--- config.mk ---
export PLATFORM = sky130hd
export DESIGN_NAME = mem_lsu
export DESIGN_NICKNAME = d
export VERILOG_FILES = /design/src/rtl/mem_lsu.sv
export SDC_FILE = /design/constraint.sdc
export NUM_CORES = 1
export LEC_CHECK = 0
export BUFFER_PORTS_ARGS = -buffer_cell sky130_fd_sc_hd__buf_2
export CAP_MARGIN = 30
export CORE_AREA = 5 5 100 102
export CTS_CLUSTER_DIAMETER = 100
export DETAILED_ROUTE_END_ITERATION = 16
export DIE_AREA = 0 0 105 107
export PLACE_DENSITY = 0.76
export SLEW_MARGIN = 10
export SYNTH_ARGS = -nofsm -noshare
export SYNTH_HDL_FRONTEND = slang
export SYNTH_SLANG_ARGS = --single-unit
--- constraint.sdc ---
create_clock -name clk -period 3.8 [get_ports clk]
set_input_delay 0.76 -clock clk [delete_from_list [all_inputs] [get_ports clk]]
set_output_delay 0.76 -clock clk [all_outputs]
set_load 0.02 [all_outputs]
--- src/rtl/mem_lsu.sv ---
// Load/store unit: one outstanding request, strobes the data memory for WAIT_CYCLES.
// Optional build macro LSU_MISALIGN_CHECK_EN rejects non-word-aligned byte addresses.
module mem_lsu #(
  parameter int WAIT_CYCLES = 1,
  parameter int MEM_WORDS   = 256
) (
  input  logic        clk,
  input  logic        rst_n,
  input  logic        req_valid,
  output logic        req_ready,
  input  logic        req_write,
  input  logic [31:0] req_addr,
  input  logic [31:0] req_wdata,
  output logic        resp_valid,
  input  logic        resp_ready,
  output logic [31:0] resp_rdata,
  output logic        resp_err,
  output logic [31:0] mem_addr,
  output logic [31:0] mem_write_data,
  output logic        mem_memwrite,
  output logic        mem_memread,
  input  logic [31:0] mem_read_data,
  output logic        busy
);

  typedef enum logic [1:0] {IDLE, ACCESS, RESP} state_t;

  localparam logic [3:0]  CNT_INIT    = 4'(WAIT_CYCLES - 1);
  localparam logic [31:0] MEM_WORDS_L = 32'(MEM_WORDS);

  state_t      state_q;
  logic [3:0]  cnt_q;
  logic        write_q;
  logic [31:0] addr_q;
  logic [31:0] wdata_q;
  logic [31:0] rdata_q;
  logic        err_q;
  logic        memwrite_q;
  logic        memread_q;

  logic [31:0] word_idx;
  logic        out_of_range;
  logic        misalign;
  logic        req_bad;
  logic [3:0]  cnt_d;

  assign word_idx     = {2'b00, req_addr[31:2]};
  assign out_of_range = (word_idx >= MEM_WORDS_L);

`ifdef LSU_MISALIGN_CHECK_EN
  assign misalign = |req_addr[1:0];
`else
  logic unused_addr_lsb;
  assign unused_addr_lsb = ^req_addr[1:0];
  assign misalign        = 1'b0;
`endif

  assign req_bad = out_of_range | misalign;
  // Decrement saturates at zero so the counter can never wrap.
  assign cnt_d   = (cnt_q != 4'd0) ? cnt_q - 4'd1 : 4'd0;

  always_ff @(posedge clk or negedge rst_n) begin
    if (!rst_n) begin
      state_q    <= IDLE;
      cnt_q      <= 4'd0;
      write_q    <= 1'b0;
      addr_q     <= 32'd0;
      wdata_q    <= 32'd0;
      rdata_q    <= 32'd0;
      err_q      <= 1'b0;
      memwrite_q <= 1'b0;
      memread_q  <= 1'b0;
    end else begin
      case (state_q)
        IDLE: begin
          if (req_valid) begin
            if (req_bad) begin
              state_q <= RESP;
              err_q   <= 1'b1;
              rdata_q <= 32'd0;
            end else begin
              state_q    <= ACCESS;
              addr_q     <= word_idx;
              wdata_q    <= req_wdata;
              write_q    <= req_write;
              cnt_q      <= CNT_INIT;
              memwrite_q <= req_write;
              memread_q  <= ~req_write;
            end
          end
        end
        ACCESS: begin
          if (cnt_q == 4'd0) begin
            state_q    <= RESP;
            memwrite_q <= 1'b0;
            memread_q  <= 1'b0;
            rdata_q    <= write_q ? 32'd0 : mem_read_data;
            err_q      <= 1'b0;
          end else begin
            cnt_q <= cnt_d;
          end
        end
        RESP: begin
          if (resp_ready) state_q <= IDLE;
        end
        default: state_q <= IDLE;
      endcase
    end
  end

  // Ready is masked while reset is held so no request can be taken during it.
  assign req_ready      = (state_q == IDLE) && rst_n;
  assign resp_valid     = (state_q == RESP);
  assign busy           = (state_q != IDLE);
  assign resp_rdata     = rdata_q;
  assign resp_err       = err_q;
  assign mem_addr       = addr_q;
  assign mem_write_data = wdata_q;
  assign mem_memwrite   = memwrite_q;
  assign mem_memread    = memread_q;

endmodule

# Word-level counts from Yosys, hierarchy flattened
# Cells that the tools add are included.
# totals
regBits	104
word_cells	57
output_inout_bits	102
# op_classes
n_mux	25
reduce_logical	11
eq_ne	8
addsub	1
n_lt_le_gt_ge	1
n_bitwise	2
# ops
cell	count
two-way mux 32 bit	4
case mux 32 bit (2 select lines)	1
greater-or-equal comparator 30 x 9 -> 1 bit, second input constant	1
two-way mux 4 bit	4
AND reduction 4 bit	3
!= test 2 bit, second input constant	5
two-way mux 2 bit	4
case mux 4 bit (2 select lines)	1
two-way mux 1 bit	7
case mux 1 bit (2 select lines)	3
case mux 2 bit (3 select lines)	1
AND reduction 3 bit	2
logical NOT 4 bit	1
nonzero test 2 bit	2
nonzero test 4 bit	1
subtractor 4 x 1 -> 4 bit, second input constant	1
equality test 2 x 1 -> 1 bit, second input constant	1
equality test 2 bit, second input constant	1
logical NOT 2 bit	1
!= test 2 x 1 -> 1 bit, second input constant	1
NOT 1 bit	2
logical AND 1 bit	1

# Logic depth before layout (Yosys ltp)
# Gate-level depths: netlist of run 1.
# logic_depth
ltp_word	4
mapped_depth	8

# Worst setup path before layout of run 1
# OpenSTA, ideal clock, no wires.
# synth_timing
path_type	input -> register
start	input req_addr[16]
end	register addr_q[2] (netlist: mem_addr[2])
n_path_buf	2
stages	6
t_arrival_ns	2.102
setup_time_ns	0.127
path_slack_ns	1.570
cell_sequence	nor4_1 nand3_1 nor3_2 buf_6 buf_6 mux2_1
# synth_between
elab_chain_len	3
# synth_lines
element	line_no	source
from (decl)	12	input logic [31:0] req_addr,
greater-or-equal comparator 30 x 9 -> 1 bit	48	assign out_of_range = (word_idx >= MEM_WORDS_L);
NOT 1 bit (no line)	-	
AND reduction 3 bit (no line)	-	
to (signal assigned)	83	addr_q <= word_idx;
to (decl)	34	logic [31:0] addr_q;
# Every way passes these cells.
# A chain may end at the register's enable or synchronous reset.

# Final worst setup path of run 1
# layout_timing
start	input req_addr[16]
end	register wdata_q[25] (netlist: mem_write_data[25])
# layout_between
elab_chain_len	3
# layout_lines
element	line_no	source
greater-or-equal comparator 30 x 9 -> 1 bit	48	
NOT 1 bit (no line)	-	
AND reduction 3 bit (no line)	-	
to (signal assigned)	84	wdata_q <= req_wdata;
to (decl)	35	logic [31:0] wdata_q;
# Every way passes these cells.

==> implementation parameters, run 1 <==
Parameter                              Value

STA
  Hold violation total from the final report    0
  Count of endpoints failing setup in the final report    0
  Part of the cycle the worst path needs    63.00%
  Setup TNS    0 ns
  Fmax    0.4177 GHz
  Least-Margin Pin Slew    0.7291 ns
  Unrepaired setup endpoints after global routing    false
  Fin. max-slew vios    0
  Clock period minus worst slack    2.394 ns
  Final clock skew    0.008700 ns
  Relative slew margins    51.39%

Clock tree
  H-tree depth reported by CTS    3
  Longest Clk Path Bufs    2
  Clock Tree Root    clkbuf_8
  Num CTS Buffers    9
  Clock transition at the registers of the reported paths    0.11 ns
  TritonCTS clock tree    done
  Insertion delay of the later-clocked pin in the worst-skew pair    0.36 ns
  Buffer count from post-CTS setup fixing    0
  Quantity of hold-fixing buffers added after cts    0
  Number of clock sinks    104
  Cells resized by post-CTS repair    0

Floorplanning
  Placement row count    35
  Top-level I/O count    203
  Die width    105 um
  Effective utilization at floorplan    43.98%
  Placeable core region    9021 um2
  Die Y    107 um
  Die area    11240 um2

Layout
  Leading cell type in the layout, fill and taps excluded    buf_2
  Ratio of cells with drive above 1 in the final layout    50.53%
  Final net count    572
  Top library cells by usage in the layout, fill and taps aside    197 x buf_2, 104 x dfrtp_1, 33 x a22o_1
  Fin cells    584
  Area growth from synthesis to final layout    31.47%
  Antenna fix cells    0

Logic synthesis
  Share of synthesized registers carrying an async set or reset    100.0%
  Total of warnings raised by yosys    0
  Fraction of the yosys area taken by sequential cells    65.59%
  Commonest register cell after synthesis    dfrtp_1
  Seq cells post-synth    104
  Synth top area cells    dfrtp_1 66%, mux2_1 7.4%, a22o_1 7.3%
  Multiplexer area fraction after synthesis    11.64%
  Simple-gate area share of the yosys netlist    8.641%
  Cell Area, Synth    3968 um2
  XOR/XNOR Fraction of Synth Area    0.4415%
  Distinct cell type count after synthesis    35
  Post-synth EDFFs    0
  Area share of fa/ha/maj cells after synthesis    0.6307%
  Largest family of logic cells by synthesized area    multiplexers
  Fraction of synthesized cell area taken by the top area cell type    65.59%
  Post-Syn Instances    271
  Per-instance average area after synthesis    14.64 um2
  Top cell type by total area after synthesis    dfrtp_1
  Fraction of the mapped netlist area in compound gates    9.461%

Drt
  Drt first-iter violations    201
  Top Layer Used    met4
  Amount of wire on met3 after detailed routing    834 um
  Routed wire length on met2    4390 um
  Number of nets still failing antenna checks after routing    0
  Sum of routed wire segments on met1    3909 um
  Pre-antenna DRT Iters    4
  Wire per inst    15.92 um
  Total wire length    9299 um
  Vias post-DR    2891
  Vias/cell    4.950
  Detailed-route DRC error count    0

Setup path
  Startpoint-to-endpoint class of the critical path    in2reg
  Required arrival time at the worst endpoint    4.04 ns
  Maximum fanout along the worst path    48
  Critical Path End Type    flip-flop
  Critical path startpoint category    input pin
  Worst Path Arrival    2.63 ns

Placement
  Port Buf Inserts    198
  Post-placement cell count    569
  Final weighted congestion in routability-driven placement    0.7377
  Estimated wirelength of the detail-placed design    7093 um

Global route
  Global-route wire length before repair    15190 um
  Number of global-route vias before repair    3019
  Maximum number of pins on one net before global-route repair    62
  Total overflow reported by the global router    0
  Global-route usage over all layers    16.95%
  Antenna violations before repair    0

Job
  Number of violations of the max-capacitance limit    0

Power and ir drop
  Leakage power figure    3.072 nW
  Total power density per cell area    426.2 nW/um2
  Worst IR drop on VDD    0.0002217 V

Min path
  Worst hold-check path type    in2async

Outcome
  Status    finished clean
[critical path, cell delays in order]
cell	delay [ns]
buf_2	0.10
nor4_1	0.26
nand3_1	0.34
nor3_4	0.26
buf_4	0.48
mux2_2	0.40
[per-stage QoR]
step,power [mW],instance area [um2],hold WS (ns),setup WS [ns],utilization (%)
after CTS,2.254,5216,0.3739,1.387,57.82
after detailed placement,1.613,5037,0.4695,0.9996,55.84
after floorplan,1.450,3971,0.4644,1.570,-
after global routing,2.352,5216,0.3941,1.231,57.82
after global placement,1.594,5022,0.4612,1.050,55.67
final,2.223,5216,0.3634,1.406,57.82
[state kept, by name, summed over array words and instances, names as in the netlist]
name,cells
write_q,1
resp_rdata,32
mem_memread,1
mem_memwrite,1
resp_err,1
state_q,2
mem_addr,30
mem_write_data,32
cnt_q,4
[Yosys cell counts, types with 3 or more instances]
master and n:
nor2b_1 23, and2_1 3, nor2_1 7, nand3_1 4, a22o_1 33, nor4_1 5
nor3_1 3, mux2_2 15, mux2_1 26, inv_1 4, buf_2 9, buf_4 3
dfrtp_1 104
[worst paths after layout]
| kind | from | endpoint | slack [ns] | depth (start not counted) |
|---|---|---|---|---|
| min | rst_n | mem_addr[9] | 0.36 | 1 |
| min reg2reg | mem_addr[5] | mem_addr[5] | 0.49 | 1 |
| max reg2reg | cnt_q[0] | resp_rdata[30] | 1.58 | 6 |
| max | req_addr[16] | mem_write_data[25] | 1.41 | 6 |
| max in group asynchronous | rst_n | mem_addr[15] | 2.28 | 2 |
| min in group clk | mem_addr[5] | mem_addr[5] | 0.49 | 1 |
[cell type report]
class | count | area [um2]
fill | 738 | 3805
sequential | 104 | 2603
multi-input combinational | 147 | 1242
timing repair buffer | 203 | 1039
tap | 111 | 138.9
clock buffer | 9 | 123.9
clock inverter | 6 | 55.05
inverter | 4 | 15.01
[report_power, final]
group	internal, mW	switching, mW
Clock	0.246	0.391
Sequential	1.15	0.0470
Combinational	0.148	0.238
Total	1.55	0.676
[routing by layer]
| metal | up-vias | GRT usage (%) |
|---|---|---|
| li1 | 1348 | - |
| met1 | 1395 | 21.72 |
| met2 | 136 | 26.30 |
| met3 | 12 | 6.924 |
| met4 | 0 | 5.388 |
| met5 | - | 0 |
[logic make-up after synthesis]
kind of cell | count (synthesis)
adder cells (fa/ha/maj) | 2
AO/OA/AOI/OAI | 43
AND/OR/NAND/NOR | 57
other | 1
buffers and inverters | 21
multiplexers | 41
XOR/XNOR | 2
flip-flops | 104
Note: power is estimated with default switching activity, not from simulation.
==> run 2, diff against run 1 <==
- clock period: 3.8 -> 2.4 ns (I/O delays scaled with it)
==> run 2 against run 1 <==
Net effect:
- first-iteration DRC count down 36%
- combinational power is 64% higher
- highest routed layer unchanged
- flip-flop and latch count unchanged
- via count shrank 0.76%
- hold slack got worse by 0.053 ns
- largest cell class unchanged
==> implementation parameters, run 2 (synthesis results as in run 1) <==
Parameter                              Value

Placement
  DP Worst Slack    0.2652 ns
  Estimated wirelength of the detail-placed design    7014 um
  Instance area after placement    5077 um2
  Final weighted congestion in routability-driven placement    0.7455
  Post-placement cell count    572
  Port Buf Inserts    198

Global route
  Total overflow reported by the global router    0
  Global-route usage over all layers    16.33%
  Number of global-route vias before repair    2976
  Maximum number of pins on one net before global-route repair    55
  Global-route wire length before repair    14820 um
  Antenna violations before repair    0

Min path
  Worst hold-check path type    in2reg

Setup path
  CP Buf/Inv Count    3
  Critical Path End Type    output pin
  Largest stage delay on the critical path    0.53 ns
  Kind of cell with the highest combined delay on the critical path    buffers and inverters
  Sequence of cells on the critical path    dlygate4sd3_1, buf_4, and2_1, buf_2
  Slowest cell on the critical path    dlygate4sd3_1
  Startpoint-to-endpoint class of the critical path    in2out
  Critical path startpoint category    input pin
  Maximum fanout along the worst path    27
  Worst Path Arrival    1.65 ns
  Required arrival time at the worst endpoint    1.92 ns

Power and ir drop
  Leakage power figure    3.091 nW
  Total power density per cell area    669.7 nW/um2
  P_int    2.468 mW
  Design Power    3.525 mW
  Reg power frac    53.8%
  Switching power of the nets    1.057 mW
  Switching power as a share of total power    29.99%
  Part of the total power dissipated in combinational logic    18.0%
  Share of total power in the clock network    28.2%
  Worst IR drop on VDD    0.0003767 V

Outcome
  Status    finished clean

Drt
  Vias post-DR    2869
  Wire per inst    15.66 um
  Total wire length    9221 um
  Drt first-iter violations    128
  Detailed-route DRC error count    0
  Number of nets still failing antenna checks after routing    0
  Vias/cell    4.871
  Pre-antenna DRT Iters    4

Clock tree
  Buffer count from post-CTS setup fixing    0
  Clock Tree Root    clkbuf_8
  Cells resized by post-CTS repair    0
  Insertion delay of the later-clocked pin in the worst-skew pair    0.36 ns
  Longest Clk Path Bufs    2
  Num CTS Buffers    9
  H-tree depth reported by CTS    3
  Clock transition at the registers of the reported paths    0.09 ns
  Number of clock sinks    104
  TritonCTS clock tree    done

STA
  Hold violation total from the final report    0
  Fmax    0.4694 GHz
  Final clock skew    0.01555 ns
  Min Hold Slack    0.3109 ns
  Clock period minus worst slack    2.130 ns
  Unrepaired setup endpoints after global routing    false
  Fin. max-slew vios    0
  Setup TNS    0 ns
  Part of the cycle the worst path needs    88.76%
  Final setup margin    0.2698 ns
  Count of endpoints failing setup in the final report    0

Layout
  Leading cell type in the layout, fill and taps excluded    buf_2
  Antenna fix cells    0
  Area growth from synthesis to final layout    32.67%
  Final design utilization    58.35%
  Final net count    576
  Fin cells    589
  Top library cells by usage in the layout, fill and taps aside    197 x buf_2, 104 x dfrtp_1, 33 x a22o_1
  Final instance area    5264 um2
  Ratio of cells with drive above 1 in the final layout    50.63%

Floorplanning
  Placeable core region    9021 um2
  Effective utilization at floorplan    43.98%
  Top-level I/O count    203
  Placement row count    35
  Die area    11240 um2
  Die Y    107 um
  Die width    105 um

Job
  Number of violations of the max-capacitance limit    0
-- run 2: worst paths after layout --
path	start	to	slack [ns]	cells after the start
setup / recovery	rst_n	req_ready	0.27	4
hold / removal	resp_ready	state_q[1]	0.31	2
setup reg to reg	state_q[0]	mem_write_data[26]	0.40	4
hold reg to reg	mem_write_data[14]	mem_write_data[14]	0.49	1
max in group asynchronous	rst_n	mem_write_data[25]	1.03	3
min in group asynchronous	rst_n	mem_addr[4]	0.55	2
-- run 2: final cells by class --
type	count	area, um2
fill	755	3757
sequential	104	2603
multi-input combinational	147	1242
timing repair buffer	207	1089
tap	111	138.9
clock buffer	10	127.6
clock inverter	6	48.80
inverter	4	15.01
-- run 2: routing by layer --
metal / up-vias / routed length (um) / track usage, %
li1: 1366 / - / -
met1: 1354 / 3989 / 21.44
met2: 139 / 4239 / 25.18
met3: 10 / 844 / 5.599
met4: 0 / 148 / 5.936
met5: - / 0 / 0
-- run 2: timing repair --
| item | 4_1_cts | 5_1_grt |
|---|---|---|
| setup endpoints to repair | 0 | 0 |
| hold buffers | 0 | 1 |
| endpoints found under the hold margin | 0 | 2 |
-- run 2: worst register-to-register path: stages (launching register included) --
cell and delay (ns):
dfrtp_1 0.50, or3b_4 0.45, nor3_4 0.25, buf_12 0.28
mux2_2 0.40
-- run 2: power by group through the flow --
stage | combinational [mW] | sequential (mW) | clock, mW
5_1_grt | 0.695 | 1.91 | 1.11
2_1_floorplan | 0.363 | 1.93 | 0
6_report | 0.634 | 1.90 | 0.996
3_3_place_gp | 0.622 | 1.93 | 0
3_5_place_dp | 0.647 | 1.93 | 0
4_1_cts | 0.647 | 1.90 | 1.03
